$ cat src/rtl/rtc_pkg.sv
// Shared definitions for the RTC command scheduler.
//   - rtc_cmd_e     : requester opcode (TIME/PERIOD/ADJ/OFFSET)
//   - sched_state_e : scheduler FSM states
//   - payload width and the field widths/offsets inside the 86-bit payload
package rtc_pkg;

  typedef enum logic [1:0] {
    RTC_CMD_TIME   = 2'd0,
    RTC_CMD_PERIOD = 2'd1,
    RTC_CMD_ADJ    = 2'd2,
    RTC_CMD_OFFSET = 2'd3
  } rtc_cmd_e;

  typedef enum logic [1:0] {
    ST_IDLE     = 2'd0,
    ST_ISSUE    = 2'd1,
    ST_WAIT_ADJ = 2'd2,
    ST_GUARD    = 2'd3
  } sched_state_e;

  localparam int RTC_PAYLOAD_W    = 86;

  // TIME = {sec[47:0], ns[37:0]}
  localparam int RTC_TIME_NS_W    = 38;
  localparam int RTC_TIME_NS_LSB  = 0;
  localparam int RTC_TIME_SEC_W   = 48;
  localparam int RTC_TIME_SEC_LSB = 38;
  // PERIOD = [39:0]
  localparam int RTC_PERIOD_W     = 40;
  localparam int RTC_PERIOD_LSB   = 0;
  // ADJ = [31:0]
  localparam int RTC_ADJ_W        = 32;
  localparam int RTC_ADJ_LSB      = 0;
  // OFFSET = {sec at [79:32], ns at [31:0]}
  localparam int RTC_OFF_NS_W     = 32;
  localparam int RTC_OFF_NS_LSB   = 0;
  localparam int RTC_OFF_SEC_W    = 48;
  localparam int RTC_OFF_SEC_LSB  = 32;

endpackage

$ cat src/rtl/rtc_cmd_sched_rr_arbiter.sv
// Round-robin arbiter with a one-hot grant.
//   clk, rst_n : clock, asynchronous active-low reset
//   i_req      : request vector
//   i_accept   : a grant was taken this cycle; advances the pointer
//   o_grant    : one-hot grant, lowest requesting index at or after the pointer
// After a grant to index i is accepted the pointer becomes (i+1) mod NUM_REQ.
module rr_arbiter #(
  parameter int NUM_REQ = 2
) (
  input  logic               clk,
  input  logic               rst_n,
  input  logic [NUM_REQ-1:0] i_req,
  input  logic               i_accept,
  output logic [NUM_REQ-1:0] o_grant
);

  localparam int IDX_W = $clog2(NUM_REQ);

  logic [IDX_W-1:0] r_ptr;
  logic [IDX_W-1:0] w_idx;
  logic [IDX_W-1:0] w_cand;
  logic             w_found;

  // Scan NUM_REQ candidates starting at the pointer, wrapping around.
  always_comb begin
    o_grant = '0;
    w_idx   = '0;
    w_cand  = '0;
    w_found = 1'b0;
    for (int k = 0; k < NUM_REQ; k++) begin
      w_cand = IDX_W'((int'(r_ptr) + k) % NUM_REQ);
      if (!w_found && i_req[w_cand]) begin
        w_found         = 1'b1;
        o_grant[w_cand] = 1'b1;
        w_idx           = w_cand;
      end
    end
  end

  always_ff @(posedge clk or negedge rst_n) begin
    if (!rst_n) begin
      r_ptr <= '0;
    end else if (i_accept) begin
      r_ptr <= (w_idx == IDX_W'(NUM_REQ - 1)) ? '0 : w_idx + IDX_W'(1);
    end
  end

endmodule

$ cat src/rtl/rtc_cmd_sched.sv
// Schedules RTC update commands from NUM_REQ requesters onto the single-load
// interface of the rtc block.
//
// Handshake: requester r transfers a command on a rising edge where
// req_valid[r] & req_ready[r] is 1. req_ready is one-hot, combinational from
// req_valid and the round-robin pointer, and only asserted in IDLE while out
// of reset. Requesters may drop valid at any time before the transfer.
//
// Ports:
//   clk, rst_n                       clock, asynchronous active-low reset
//   req_valid/req_ready              per-requester handshake
//   req_cmd  (2 b per requester)     opcode, see rtc_cmd_e
//   req_data (86 b per requester)    payload, field layout in rtc_pkg
//   time_ld   + ns/sec buses         TIME load strobe and payload
//   period_ld + period_in            PERIOD load strobe and payload
//   adj_ld    + adj_ld_data          ADJ load strobe and payload
//   adj_ld_done                      rtc finished the adjust
//   offset_ld + ns/sec buses         OFFSET load strobe and payload
//   busy                             FSM not in IDLE
//   err_adj_timeout                  one-cycle pulse, adj_ld_done never came
//
// Optional macro RTC_SCHED_STATS_EN adds stat_clr and five 32-bit wrapping
// event counters (stat_cnt_time/period/adj/offset/timeout).
//
// Timeline for a command accepted in cycle N: strobe in N+1, then (ADJ only)
// WAIT_ADJ, then GUARD_CYC guard cycles, then IDLE.
module rtc_cmd_sched
  import rtc_pkg::*;
#(
  parameter int NUM_REQ     = 2,
  parameter int GUARD_CYC   = 4,
  parameter int ADJ_TIMEOUT = 1024
) (
  input  logic                             clk,
  input  logic                             rst_n,
  input  logic [NUM_REQ-1:0]               req_valid,
  output logic [NUM_REQ-1:0]               req_ready,
  input  logic [2*NUM_REQ-1:0]             req_cmd,
  input  logic [RTC_PAYLOAD_W*NUM_REQ-1:0] req_data,
  output logic                             time_ld,
  output logic [RTC_TIME_NS_W-1:0]         time_reg_ns_in,
  output logic [RTC_TIME_SEC_W-1:0]        time_reg_sec_in,
  output logic                             period_ld,
  output logic [RTC_PERIOD_W-1:0]          period_in,
  output logic                             adj_ld,
  output logic [RTC_ADJ_W-1:0]             adj_ld_data,
  input  logic                             adj_ld_done,
  output logic                             offset_ld,
  output logic [RTC_OFF_NS_W-1:0]          offset_ptp_ns_in,
  output logic [RTC_OFF_SEC_W-1:0]         offset_ptp_sec_in,
  output logic                             busy,
  output logic                             err_adj_timeout
`ifdef RTC_SCHED_STATS_EN
  ,
  input  logic                             stat_clr,
  output logic [31:0]                      stat_cnt_time,
  output logic [31:0]                      stat_cnt_period,
  output logic [31:0]                      stat_cnt_adj,
  output logic [31:0]                      stat_cnt_offset,
  output logic [31:0]                      stat_cnt_timeout
`endif
);

  sched_state_e             r_state;
  sched_state_e             w_next;
  rtc_cmd_e                 r_cmd;
  logic [NUM_REQ-1:0]       w_grant;
  logic                     w_accept;
  logic [1:0]               w_cmd;
  logic [RTC_PAYLOAD_W-1:0] w_data;
  logic [15:0]              r_to_cnt;
  logic [7:0]               r_guard_cnt;

  rr_arbiter #(.NUM_REQ(NUM_REQ)) u_arb (
    .clk      (clk),
    .rst_n    (rst_n),
    .i_req    (req_valid),
    .i_accept (w_accept),
    .o_grant  (w_grant)
  );

  // rst_n gating keeps req_ready low while reset is held even though the
  // state register already reads IDLE.
  assign req_ready = (r_state == ST_IDLE && rst_n) ? w_grant : '0;
  assign w_accept  = |(req_valid & req_ready);
  assign busy      = (r_state != ST_IDLE);

  // Select the granted requester's opcode and payload (grant is one-hot).
  always_comb begin
    w_cmd  = '0;
    w_data = '0;
    for (int i = 0; i < NUM_REQ; i++) begin
      if (w_grant[i]) begin
        w_cmd  = req_cmd[2*i +: 2];
        w_data = req_data[RTC_PAYLOAD_W*i +: RTC_PAYLOAD_W];
      end
    end
  end

  always_comb begin
    w_next          = r_state;
    time_ld         = 1'b0;
    period_ld       = 1'b0;
    adj_ld          = 1'b0;
    offset_ld       = 1'b0;
    err_adj_timeout = 1'b0;
    case (r_state)
      ST_IDLE: begin
        if (w_accept) w_next = ST_ISSUE;
      end
      ST_ISSUE: begin
        case (r_cmd)
          RTC_CMD_TIME:   time_ld   = 1'b1;
          RTC_CMD_PERIOD: period_ld = 1'b1;
          RTC_CMD_ADJ:    adj_ld    = 1'b1;
          RTC_CMD_OFFSET: offset_ld = 1'b1;
          default:        time_ld   = 1'b0;
        endcase
        w_next = (r_cmd == RTC_CMD_ADJ) ? ST_WAIT_ADJ : ST_GUARD;
      end
      ST_WAIT_ADJ: begin
        // A done arriving on the last allowed cycle wins over the timeout.
        if (adj_ld_done) begin
          w_next = ST_GUARD;
        end else if (r_to_cnt >= 16'(ADJ_TIMEOUT - 1)) begin
          err_adj_timeout = 1'b1;
          w_next          = ST_GUARD;
        end
      end
      ST_GUARD: begin
        if (r_guard_cnt == 8'(GUARD_CYC - 1)) w_next = ST_IDLE;
      end
      default: w_next = ST_IDLE;
    endcase
  end

  always_ff @(posedge clk or negedge rst_n) begin
    if (!rst_n) begin
      r_state           <= ST_IDLE;
      r_cmd             <= RTC_CMD_TIME;
      r_to_cnt          <= '0;
      r_guard_cnt       <= '0;
      time_reg_ns_in    <= '0;
      time_reg_sec_in   <= '0;
      period_in         <= '0;
      adj_ld_data       <= '0;
      offset_ptp_ns_in  <= '0;
      offset_ptp_sec_in <= '0;
    end else begin
      r_state     <= w_next;
      // Counters run only in their own state and restart from 0 on entry.
      r_to_cnt    <= (r_state != ST_WAIT_ADJ) ? '0 :
                     (r_to_cnt == 16'hFFFF)   ? r_to_cnt : r_to_cnt + 16'd1;
      r_guard_cnt <= (r_state == ST_GUARD) ? r_guard_cnt + 8'd1 : '0;
      // Only the accepted command's bus is loaded; the others hold.
      if (w_accept) begin
        r_cmd <= rtc_cmd_e'(w_cmd);
        case (rtc_cmd_e'(w_cmd))
          RTC_CMD_TIME: begin
            time_reg_ns_in  <= w_data[RTC_TIME_NS_LSB +: RTC_TIME_NS_W];
            time_reg_sec_in <= w_data[RTC_TIME_SEC_LSB +: RTC_TIME_SEC_W];
          end
          RTC_CMD_PERIOD: period_in   <= w_data[RTC_PERIOD_LSB +: RTC_PERIOD_W];
          RTC_CMD_ADJ:    adj_ld_data <= w_data[RTC_ADJ_LSB +: RTC_ADJ_W];
          RTC_CMD_OFFSET: begin
            offset_ptp_ns_in  <= w_data[RTC_OFF_NS_LSB +: RTC_OFF_NS_W];
            offset_ptp_sec_in <= w_data[RTC_OFF_SEC_LSB +: RTC_OFF_SEC_W];
          end
          default: r_cmd <= rtc_cmd_e'(w_cmd);
        endcase
      end
    end
  end

`ifdef RTC_SCHED_STATS_EN
  always_ff @(posedge clk or negedge rst_n) begin
    if (!rst_n) begin
      stat_cnt_time    <= '0;
      stat_cnt_period  <= '0;
      stat_cnt_adj     <= '0;
      stat_cnt_offset  <= '0;
      stat_cnt_timeout <= '0;
    end else if (stat_clr) begin
      stat_cnt_time    <= '0;
      stat_cnt_period  <= '0;
      stat_cnt_adj     <= '0;
      stat_cnt_offset  <= '0;
      stat_cnt_timeout <= '0;
    end else begin
      stat_cnt_time    <= stat_cnt_time    + 32'(time_ld);
      stat_cnt_period  <= stat_cnt_period  + 32'(period_ld);
      stat_cnt_adj     <= stat_cnt_adj     + 32'(adj_ld);
      stat_cnt_offset  <= stat_cnt_offset  + 32'(offset_ld);
      stat_cnt_timeout <= stat_cnt_timeout + 32'(err_adj_timeout);
    end
  end
`endif

endmodule

$ cat config.mk
export PLATFORM = sky130hd
export DESIGN_NAME = rtc_cmd_sched
export DESIGN_NICKNAME = d
export VERILOG_FILES = /design/src/rtl/rtc_pkg.sv /design/src/rtl/rtc_cmd_sched_rr_arbiter.sv /design/src/rtl/rtc_cmd_sched.sv
export SDC_FILE = /design/constraint.sdc
export NUM_CORES = 1
export LEC_CHECK = 0
export CELL_PAD_IN_SITES_DETAIL_PLACEMENT = 1
export CELL_PAD_IN_SITES_GLOBAL_PLACEMENT = 2
export CORE_ASPECT_RATIO = 1.2
export CORE_MARGIN = 4
export CORE_UTILIZATION = 26
export DETAILED_ROUTE_END_ITERATION = 10
export PLACE_DENSITY_LB_ADDON = 0.1
export SYNTH_ARGS = -nofsm -noshare
export SYNTH_HDL_FRONTEND = slang
export SYNTH_SLANG_ARGS = --single-unit
$ cat constraint.sdc
create_clock -name clk -period 2.1 [get_ports clk]
set_input_delay 0.42 -clock clk [delete_from_list [all_inputs] [get_ports clk]]
set_output_delay 0.42 -clock clk [all_outputs]
set_load 0.03 [all_outputs]
==> metrics.csv, run 1 <==
stage,metric,value,unit
logic_synthesis,ys_ff_latch,267,
finish,fin_cells,1858,
place,gp_congestion,0.755,
critical_path,cp-end-kind,primary output,
run_status,outcome,finished with violations,
cts,clk_latency,0.57,ns
critical_path,path_class,flop to primary output,
run,maxCapViolCount,0,
floorplanning,dieArea,0.0465,mm^2
floorplanning,ioPinCount,427,
sta,finalSetupViolations,128,
routing,ant_nets,0,
pwr,powerDensity,1430,mW/mm^2
finish,drive_above_1_share,31.3,%
finish,nFillCells,4360,
sta,slew_violations,0,
finish,finish.utilization,44.8,%
routing,vias_per_cell,4.66,
floorplanning,fp.dieH,236,um
place,pre_cts_slack,-0.447,ns
cts,cts-root-buf,clkbuf_16,
grt,grt_pass1_wl,57800,um
pwr,p_leak,9.57,nW
logic_synthesis,yosys_warnings,0,
sta,finalWorstSetupSlack,-0.205,ns
routing,vias,8651,
cts,h-tree-depth,1,
logic_synthesis,seq_area_frac_synth,59.6,%
finish,area_delta_synth_final,70.4,%
grt,antenna_found_initial,1,
pwr,total_power,27.3,mW
sta,fin_skew,0.00953,ns
routing,routedWlPerCell,23.4,um
floorplanning,rows,83,
min_path,worstHoldPathType,input port to flop,
cts,clk_pin_slew,0.06,ns
logic_synthesis,syn-num-nets,963,
grt,grt_max_degree,142,
critical_path,startpoint_type,flop,
floorplanning,start_util,26.3,%
cts,clock-sinks,267,
sta,fmax,0.434,GHz
grt,track_usage,16.0,%
critical_path,r2r-end,adj_ld_data[4],
grt,grt_overflow,0,
critical_path,worstPathMaxFanout,2,
pwr,peakVddDrop,0.000793,V
logic_synthesis,synthCells,775,
grt,grt_pass1_vias,8946,
sta,fin_crit_sh,110,%
floorplanning,die_w,198,um
critical_path,critPathRequiredTime,1.68,ns
cts,clk_path_buf_depth,3,
run_status,failed_checks,negative setup slack,
place,portBuffers,426,
place,hpwl,28800,um
cts,cts_buffers,31,
floorplanning,core_area,0.0427,mm^2
sta,relSlewSlack,48.0,%
critical_path,crit_start,r_to_cnt[13],
routing,drt_iter0_drc,189,
routing,drc_errors,0,
place,dpl.cell_count,1760,
critical_path,rrSetupSlack,-0.12,ns
critical_path,rr_worst_depth,8,
finish,layout.nets,1468,
sta,tightest_slew,0.780,ns
critical_path,critPathCapture,err_adj_timeout,
sta,hold_violations,0,
cts,cts_tree,yes,
routing,routed_wl,43600,um
sta,fin_crit,2.30,ns
logic_synthesis,syn_avg_cell_area,14.5,um^2
sta,rsz0062_at_grt,yes,
routing,first_pass_iters,4,
critical_path,critPathArrivalTime,1.88,ns
logic_synthesis,synthesis.area,0.0112,mm^2
logic_synthesis,yosysUniqueCellTypes,42,
[layout make-up]
class                      instances  area (um^2)  area share, %
sequential                       267         6680           35.0
timing repair buffer             515         5710           29.9
multi-input combinational        458         4940           25.9
clock buffer                      47          946           4.95
tap                              552          691           3.61
clock inverter                    11          119          0.622
inverter                           7         26.3          0.137
antenna                            1         2.50         0.0131
[kinds of logic after synthesis]
family                   count (synthesis)  share of synthesized area, %
flip-flops                             267                          59.6
AO/OA/AOI/OAI                          116                          8.47
XOR/XNOR                                13                          1.02
adder cells (fa/ha/maj)                  7                         0.781
AND/OR/NAND/NOR                         83                          4.12
multiplexers                           238                          23.9
buffers and inverters                   51                          2.16
[worst min path at each step]
stage | from | to | cells past startpoint | slack, ns
2_1_floorplan | rst_n | async pin | 0 | 0.12
3_3_place_gp | offset_ptp_sec_in[44] | offset_ptp_sec_in[44] | 1 | 0.47
3_5_place_dp | rst_n | r_to_cnt[8] | 2 | 0.48
4_1_cts | offset_ptp_sec_in[6] | offset_ptp_sec_in[6] | 1 | 0.49
5_1_grt | req_valid[0] | flop | 3 | 0.35
6_report | req_valid[0] | flop | 3 | 0.29
[power breakdown]
group / total (mW) / internal [mW] / switching, mW
clock network: 5.55 / 3.34 / 2.21
registers: 8.22 / 7.16 / 1.06
logic: 13.6 / 6.24 / 7.34
[Yosys cell counts]
library cell	number	area (um^2)
buf_2	17	85.1
a21oi_1	7	35.0
ha_1	7	87.6
nand3_1	11	55.1
nor3_1	5	25.0
a31oi_1	5	31.3
a32oi_1	1	8.76
o41ai_1	1	8.76
nor3b_2	1	12.5
nand2b_1	3	18.8
o211a_1	1	10.0
nor2b_1	1	6.26
mux2_2	212	2390
and2_1	8	50.1
and2b_1	1	7.51
a211oi_1	3	22.5
dfrtp_1	267	6680
a41oi_1	1	8.76
nand4_1	4	25.0
a21boi_2	1	11.3
mux2_1	26	293
nand2_1	13	48.8
nor4b_1	1	8.76
o211ai_1	1	7.51
and4b_1	1	10.0
and4_1	1	8.76
buf_4	8	60.1
inv_1	7	26.3
nor3b_1	2	15.0
a22o_1	86	753
clkbuf_1	17	63.8
or4b_2	1	10.0
xor2_1	2	17.5
buf_1	2	7.51
nor2_1	15	56.3
and3_1	8	50.1
xnor2_1	11	96.3
nor4_1	3	18.8
or4_1	2	15.0
nor3_2	2	20.0
o21ai_0	8	40.0
a22oi_2	1	12.5
[worst max-delay path, cell delays in order (launching register included)]
cell and delay, ns:
dfrtp_1 0.40, or4_4 0.55, nor4_4 0.15, nor2_1 0.06, buf_4 0.17
[flip-flops by register name, indices dropped and copies added (netlist names), named ones only]
name,cells
time_reg_ns_in,38
offset_ptp_ns_in,32
time_reg_sec_in,48
r_to_cnt,16
r_state,2
r_cmd,2
offset_ptp_sec_in,48
period_in,40
r_guard_cnt,8
adj_ld_data,32
[stage by stage]
step                hold slack (ns)  instance area [um^2]  TNS (ns)
floorplan                     0.124                 11200         0
detailed placement            0.478                 16600    -94.46
CTS                           0.487                 17800    -0.979
global route                  0.347                 19100    -18.52
finish                        0.289                 19100     -7.29
global placement              0.469                 16600    -81.80
[per-layer routing]
metal,up-vias,GRT usage [%],share of wire [%]
li1,3900,-,-
met1,4408,19.3,41
met2,293,27.6,50
met3,50,5.00,7.6
met4,0,4.49,2.3
met5,-,0,0
[what timing repair did]
item                                    CTS  global route
setup buffers                             8            11
endpoints found under the hold margin    51             0
hold buffers                              2             0
resized for setup                        91           222
endpoints found under the setup margin   48           282
pin swaps                                 7             6
gates cloned                              1            21
[cells in the final DEF (no fill, tap or decap), drive strengths merged, types with 9 or more instances in the layout]
cell,count
dlygate4sd2,38
xnor2,11
clkbuf,61
nand2,14
mux2,238
inv,9
buf,82
nor2,15
clkdlybuf4s50,311
a22o,86
dlymetal6s2s,68
nand3,11
dfrtp,267
(Power assumes the default switching activity.)
==> run 2, diff against run 1 <==
--- a/config.mk
+++ b/config.mk
@@ -11,7 +11,7 @@
 export CORE_MARGIN = 4
 export CORE_UTILIZATION = 26
 export DETAILED_ROUTE_END_ITERATION = 10
-export PLACE_DENSITY_LB_ADDON = 0.1
+export PLACE_DENSITY = 0.79
 export SYNTH_ARGS = -nofsm -noshare
 export SYNTH_HDL_FRONTEND = slang
 export SYNTH_SLANG_ARGS = --single-unit
==> run 2 against run 1 <==
  * The run still ends with negative setup slack left
  * Maximum frequency increased by 1.1%
  * Clock-buffer cell count decreased by 1
  * Combinational power about the same
  * Final cell count about the same
  * Clock skew increased by 0.0090 ns
  * Worst setup slack improved by 0.024 ns
  * Total power increased by 0.16%
  * Via count increased by 0.66%
  * Largest power group unchanged
  * Highest routed layer is now met5
==> metrics.csv, run 2 (same netlist as run 1, synthesis figures left out) <==
stage,metric,value,unit,change
run_status,outcome,finished with violations,,
run_status,failed_checks,negative setup slack,,
floorplanning,dieArea,0.0465,mm^2,unchanged
finish,layout_commonest_cell,clkdlybuf4s50_1,,
finish,nFillCells,4366,,+0.14%
floorplanning,core_area,0.0427,mm^2,unchanged
cts,cts_tree,yes,,
critical_path,path_class,flop to primary output,,
finish,multi_input_area,0.00502,mm^2,+1.6%
critical_path,slowest_delay,0.54,ns,about the same
critical_path,rr_worst_depth,7,,-1
cts,clk_latency,0.56,ns,about the same
routing,ant_nets,0,,unchanged
grt,antenna_found_initial,3,,+2
grt,grt_pass1_vias,9440,,+5.5%
cts,h-tree-depth,1,,unchanged
routing,vias_per_cell,4.68,,+0.60%
critical_path,worstPathCellList,"or4_4, nor4_2, nor2_1, buf_4",,
finish,diodes,0,,-1
pwr,total_power,27.4,mW,+0.16%
floorplanning,ioPinCount,427,,unchanged
grt,grt_overflow,0,,unchanged
floorplanning,fp.dieH,236,um,unchanged
pwr,p_leak,8.80,nW,-8.0%
finish,fin_cells,1859,,+0.054%
routing,drc_errors,0,,unchanged
finish,area_delta_synth_final,69.2,%,
critical_path,critPathArrivalTime,1.86,ns,-0.02 ns
place,hpwl,28100,um,-2.4%
critical_path,worstPathMaxFanout,2,,unchanged
sta,tightest_slew,0.788,ns,+0.00859 ns
sta,slew_violations,0,,unchanged
sta,rsz0062_at_grt,yes,,
sta,fin_skew,0.0185,ns,+0.00896 ns
min_path,hold_depth,2,,-1
place,dpl.cell_count,1764,,+0.23%
run,maxCapViolCount,0,,unchanged
sta,relSlewSlack,47.5,%,-0.57 points
critical_path,cp-end-kind,primary output,,
finish,drive_above_1_share,30.6,%,-0.74 points
pwr,peakVddDrop,0.000686,V,-14%
pwr,powerDensity,1440,mW/mm^2,+0.87%
floorplanning,start_util,26.3,%,unchanged
floorplanning,rows,83,,unchanged
sta,fin_crit,2.28,ns,-0.0241 ns
sta,fmax,0.438,GHz,+1.1%
grt,grt_max_degree,139,,-2.1%
routing,drt_iter0_drc,229,,+21%
min_path,worstHoldStart,req_valid[1],,
finish,seq_area,0.00668,mm^2,unchanged
place,portBuffers,426,,unchanged
cts,clk_pin_slew,0.06,ns,about the same
critical_path,rrSetupSlack,-0.09,ns,+0.03 ns
grt,grt_pass1_wl,56600,um,-2.1%
critical_path,critPathRequiredTime,1.68,ns,about the same
critical_path,critPathBufInv,1,,unchanged
min_path,worstHoldPathType,input port to flop,,
sta,finalWorstSetupSlack,-0.181,ns,+0.0241 ns
floorplanning,die_w,198,um,unchanged
routing,vias,8708,,+0.66%
routing,routed_wl,42100,um,-3.4%
sta,finalSetupViolations,108,,-16%
sta,fin_crit_sh,109,%,-1.1 points
finish,layout.nets,1472,,+0.27%
cts,cts-root-buf,clkbuf_16,,
cts,clk_path_buf_depth,3,,unchanged
cts,clock-sinks,267,,unchanged
routing,first_pass_iters,4,,unchanged
critical_path,crit_family,simple AND/OR/NAND/NOR gates,,
grt,track_usage,15.4,%,-0.65 points
critical_path,r2r-end,period_in[24],,
sta,hold_violations,0,,unchanged
routing,routedWlPerCell,22.6,um,-3.5%
finish,layout_common_cells,"clkdlybuf4s50_1, dfrtp_1, mux2_4",,
critical_path,startpoint_type,flop,,
cts,cts_buffers,30,,-3.2%
critical_path,crit_slowest_cell,or4_4,,
finish,top_regs,"offset_ptp_sec_in: 48 flops, time_reg_sec_in: 48 flops, period_in: 40 flops",,
place,gp_congestion,0.760,,+0.66%
run 2: area by class of cell:
cell class,instances,share of cell area [%]
sequential,267,35.2
timing repair buffer,520,29.3
multi-input combinational,458,26.5
clock buffer,46,4.86
tap,552,3.64
clock inverter,9,0.389
inverter,7,0.138
run 2: report_power, final:
part,total (mW),switching (mW),internal (mW)
clock,5.26,2.13,3.13
combinational,13.8,7.24,6.57
sequential,8.33,1.16,7.16
total,27.4,10.5,16.9
run 2: what timing repair did:
action                                 CTS  global route
setup endpoints to repair               58           251
pin swaps                                6            10
gates resized for setup                 52           211
cloned                                   0            18
hold buffers                             1             0
endpoints found under the hold margin   71             0
buffers inserted                        10            13
run 2: worst max-delay path by stage:
| stage | slack (ns) | to | from | cells past startpoint |
|---|---|---|---|---|
| global route | -0.25 | err_adj_timeout | r_to_cnt[10] | 4 |
| detailed placement | -0.47 | adj_ld_data[22] | req_valid[0] | 7 |
| floorplan | 0.01 | req_ready[1] | req_valid[0] | 6 |
| global placement | -0.36 | adj_ld_data[27] | req_valid[1] | 6 |
| finish | -0.18 | err_adj_timeout | r_to_cnt[10] | 4 |
| CTS | -0.22 | err_adj_timeout | r_to_cnt[10] | 4 |
run 2: routing by layer:
metal	routed length, um	track usage, %	vias up
met5	30	0	-
li1	-	-	3878
met2	21300	27.6	322
met1	16700	17.6	4449
met4	789	4.30	6
met3	3260	4.71	53
run 2: through the flow:
step	util [%]	setup slack, ns	area [um^2]	TNS (ns)	hold WS [ns]
after CTS	41.5	-0.224	17700	-0.272	0.488
after global placement	38.8	-0.364	16600	-75.59	0.469
after floorplan	-	0.0107	11200	0	0.124
after global routing	44.5	-0.252	19000	-15.08	0.355
after detailed placement	38.8	-0.471	16600	-94.61	0.474
final	44.5	-0.181	19000	-3.75	0.336
==> run 3, diff against run 2 <==
--- a/config.mk
+++ b/config.mk
@@ -5,13 +5,14 @@
 export SDC_FILE = /design/constraint.sdc
 export NUM_CORES = 1
 export LEC_CHECK = 0
+export ABC_AREA = 1
 export CELL_PAD_IN_SITES_DETAIL_PLACEMENT = 1
 export CELL_PAD_IN_SITES_GLOBAL_PLACEMENT = 2
 export CORE_ASPECT_RATIO = 1.2
 export CORE_MARGIN = 4
-export CORE_UTILIZATION = 26
+export CORE_UTILIZATION = 23
 export DETAILED_ROUTE_END_ITERATION = 10
-export PLACE_DENSITY = 0.79
+export PLACE_DENSITY = 0.8
 export SYNTH_ARGS = -nofsm -noshare
 export SYNTH_HDL_FRONTEND = slang
 export SYNTH_SLANG_ARGS = --single-unit
==> run 3 against run 2 <==
  * Synthesized cell count rose by 100%
  * Total power rose by 8.0%
  * Non-clock buffer count rose by 2
  * Via count rose by 40%
  * Sequential power rose by 3.4%
  * Die area rose by 22%
  * Clock power rose by 12%
  * Largest power group unchanged
  * Worst setup slack improved by 0.18 ns
  * The flow finishes with violations (negative hold slack)
  * Critical path type unchanged
==> metrics.csv, run 3 <==
stage,metric,value,unit,change
logic_synthesis,yosysUniqueCellTypes,28,,-33%
place,hpwl,38700,um,+38%
cts,h-tree-depth,2,,+1
routing,routedWlPerCell,19.2,um,-15%
grt,grt_overflow,0,,unchanged
grt,grt_pass1_wl,80700,um,+43%
sta,slew_violations,0,,unchanged
critical_path,critPathRequiredTime,1.68,ns,about the same
logic_synthesis,yosys-top-cells-count,"nand2_1, dfrtp_1, nand3_1, inv_1",,
sta,fin_skew,0.0144,ns,-0.00411 ns
critical_path,startpoint_type,flop,,
cts,holdBufCountCts,0,,-1
logic_synthesis,synth_largest_type_area_fraction,54.7,%,-4.9 points
cts,clk_path_buf_depth,3,,unchanged
floorplanning,rows,92,,+11%
finish,nFillCells,6225,,+43%
run,maxCapViolCount,0,,unchanged
floorplanning,die_w,218,um,+11%
pwr,comb_power_share,51.0,%,+0.6 points
cts,clock-sinks,267,,unchanged
routing,drt_iter0_drc,509,,+120%
sta,fmax,0.476,GHz,+8.7%
routing,ant_nets,0,,unchanged
sta,hold_violations,15,,+15
logic_synthesis,async_flop_share,100,%,unchanged
finish,area_delta_synth_final,58.2,%,
sta,fin_crit,2.10,ns,-0.182 ns
grt,grt_pass1_vias,13300,,+41%
sta,fin_tns_setup,0,ns,+3.75 ns
grt,grt_max_degree,146,,+5.0%
logic_synthesis,yosys_warnings,0,,unchanged
floorplanning,dieArea,0.0569,mm^2,+22%
pwr,p_leak,9.48,nW,+7.7%
routing,vias_per_cell,4.43,,-5.4%
floorplanning,ioPinCount,427,,unchanged
critical_path,path_class,flop to primary output,,
sta,rsz0062_at_grt,yes,,
logic_synthesis,synthCells,1550,,+100%
place,place_area,0.0179,mm^2,+8.2%
routing,first_pass_iters,4,,unchanged
floorplanning,fp.dieH,260,um,+11%
critical_path,rr_worst_depth,12,,+5
floorplanning,core_area,0.0526,mm^2,+23%
routing,routed_wl,52500,um,+25%
grt,antenna_found_initial,4,,+1
logic_synthesis,ys.flop_type,dfrtp_1,,
critical_path,rrSetupSlack,0.13,ns,+0.22 ns
logic_synthesis,synth_top_cell_by_area,dfrtp_1,,
sta,holdWs,-0.0453,ns,-0.381 ns
sta,tightest_slew,0.977,ns,+0.189 ns
finish,drive_above_1_share,9.98,%,-21 points
routing,vias,12200,,+40%
pwr,p_switching,13.0,mW,+24%
logic_synthesis,synthSimpleGateAreaFrac,33.2,%,+29 points
place,portBuffers,426,,unchanged
critical_path,worstPathMaxFanout,2,,unchanged
sta,finalSetupViolations,0,,-100%
finish,seq_area,0.00668,mm^2,unchanged
finish,finish.utilization,36.7,%,-7.7 points
pwr,sw_frac_of_total,44.0,%,+5.6 points
pwr,p_clk_share,19.9,%,+0.7 points
grt,track_usage,18.1,%,+2.8 points
run_status,failed_checks,negative hold slack,,
logic_synthesis,syn-num-nets,1738,,+80%
cts,cts_buffers,34,,+13%
cts,clk_pin_slew,0.06,ns,about the same
cts,clk_latency,0.51,ns,-0.05 ns
logic_synthesis,synth_xor_area_share,0.0717,%,-0.94 points
logic_synthesis,yosys-top-cells-area,"dfrtp_1, nand2_1, nand3_1",,
finish,layout_common_cells,"nand2_1, clkdlybuf4s50_1, dfrtp_1",,
cts,cts-root-buf,clkbuf_16,,
logic_synthesis,synthesis.area,0.0122,mm^2,+8.9%
logic_synthesis,muxShareOfSynthArea,0,%,-24 points
finish,layout_commonest_cell,nand2_1,,
logic_synthesis,ys_ff_latch,267,,unchanged
sta,fin_crit_sh,100,%,-8.7 points
pwr,peakVddDrop,0.000546,V,-20%
logic_synthesis,seq_area_frac_synth,54.7,%,-4.9 points
pwr,intPower,16.6,mW,-1.8%
finish,multi_input_area,0.00485,mm^2,-3.4%
place,gp_congestion,0.814,,+7.1%
cts,cts_tree,yes,,
logic_synthesis,syn_avg_cell_area,7.88,um^2,-46%
critical_path,cp-end-kind,primary output,,
logic_synthesis,synth_fa_ha_area_share,0.717,%,-0.064 points
logic_synthesis,synth_top_family_by_area,simple AND/OR/NAND/NOR gates,,
logic_synthesis,yosysMostFrequentCell,nand2_1,,
pwr,powerDensity,1530,mW/mm^2,+6.1%
min_path,worstHoldPathType,input port to async pin,,
finish,top_regs,"offset_ptp_sec_in: 48 flops, time_reg_sec_in: 48 flops, period_in: 40 flops",,
floorplanning,start_util,23.2,%,-3.1 points
sta,relSlewSlack,34.8,%,-13 points
logic_synthesis,synth_edf_count,0,,unchanged
finish,fin_area,0.0193,mm^2,+1.8%
critical_path,critPathArrivalTime,1.68,ns,-0.18 ns
finish,layout.nets,2200,,+49%
routing,drc_errors,0,,unchanged
pwr,power_frac_seq,29.1,%,-1.3 points
logic_synthesis,synth_compound_area_share,4.13,%,-4.3 points
run_status,outcome,finished with violations,,
-- run 3: final timing paths --
kind,start,end
max reg2reg,r_state[0],offset_ptp_ns_in[7]
min,rst_n,time_reg_ns_in[20]
min reg2reg,r_guard_cnt[0],r_guard_cnt[0]
max,r_to_cnt[0],err_adj_timeout
min in group clk,rst_n,flop
max in group asynchronous,rst_n,time_reg_sec_in[1]
-- run 3: kinds of logic (layout without fill, tap and decap cells) --
logic type	count (synthesis)	count (layout)
flip-flops	267	267
AO/OA/AOI/OAI	97	97
buffers and inverters	208	692
AND/OR/NAND/NOR	970	970
other	0	5
XOR/XNOR	1	1
adder cells (fa/ha/maj)	7	7
-- run 3: power groups by stage --
stage / combinational, mW / clock, mW / sequential (mW)
floorplan: 3.52 / 0 / 12.5
global placement: 14.7 / 0 / 8.59
detailed placement: 14.9 / 0 / 8.66
CTS: 15.2 / 6.10 / 8.64
global route: 16.2 / 6.26 / 8.90
finish: 15.1 / 5.87 / 8.61
-- run 3: worst max-delay path, cell delays in order, from the launching register on --
cell and delay [ns]:
dfrtp_1 0.41, ha_4 0.17, nand3_4 0.09, nor2_4 0.13, nand2_4 0.08, a21boi_4 0.16
buf_12 0.13
-- run 3: repair_timing --
| item | CTS | global route |
|---|---|---|
| setup endpoints to repair | 91 | 9 |
| gates resized for setup | 40 | 14 |
| pin swaps | 6 | 5 |
| setup buffers | 10 | 6 |
-- run 3: cell type report --
| class | count | share of cell area [%] |
|---|---|---|
| timing repair buffer | 522 | 27.8 |
| clock inverter | 14 | 0.673 |
| tap | 705 | 4.56 |
| multi-input combinational | 1075 | 25.1 |
| antenna | 5 | 0.0648 |
| sequential | 267 | 34.6 |
| inverter | 112 | 2.23 |
| clock buffer | 44 | 5.02 |
-- run 3: per-layer routing --
metal	wire length [um]	up-vias	GRT usage, %
li1	-	5835	-
met1	21900	5888	22.5
met2	25600	373	31.0
met3	3820	59	5.19
met4	1260	0	4.81
met5	0	-	0
-- run 3: per-stage QoR --
stage	total power [mW]	setup slack, ns	std cells
2_1_floorplan	16.0	0.0540	1550
3_3_place_gp	23.3	-0.301	2668
6_report	29.6	0.000866	2744
3_5_place_dp	23.6	-0.322	2668
5_1_grt	31.3	-0.0741	2740
4_1_cts	29.9	-0.0702	2734
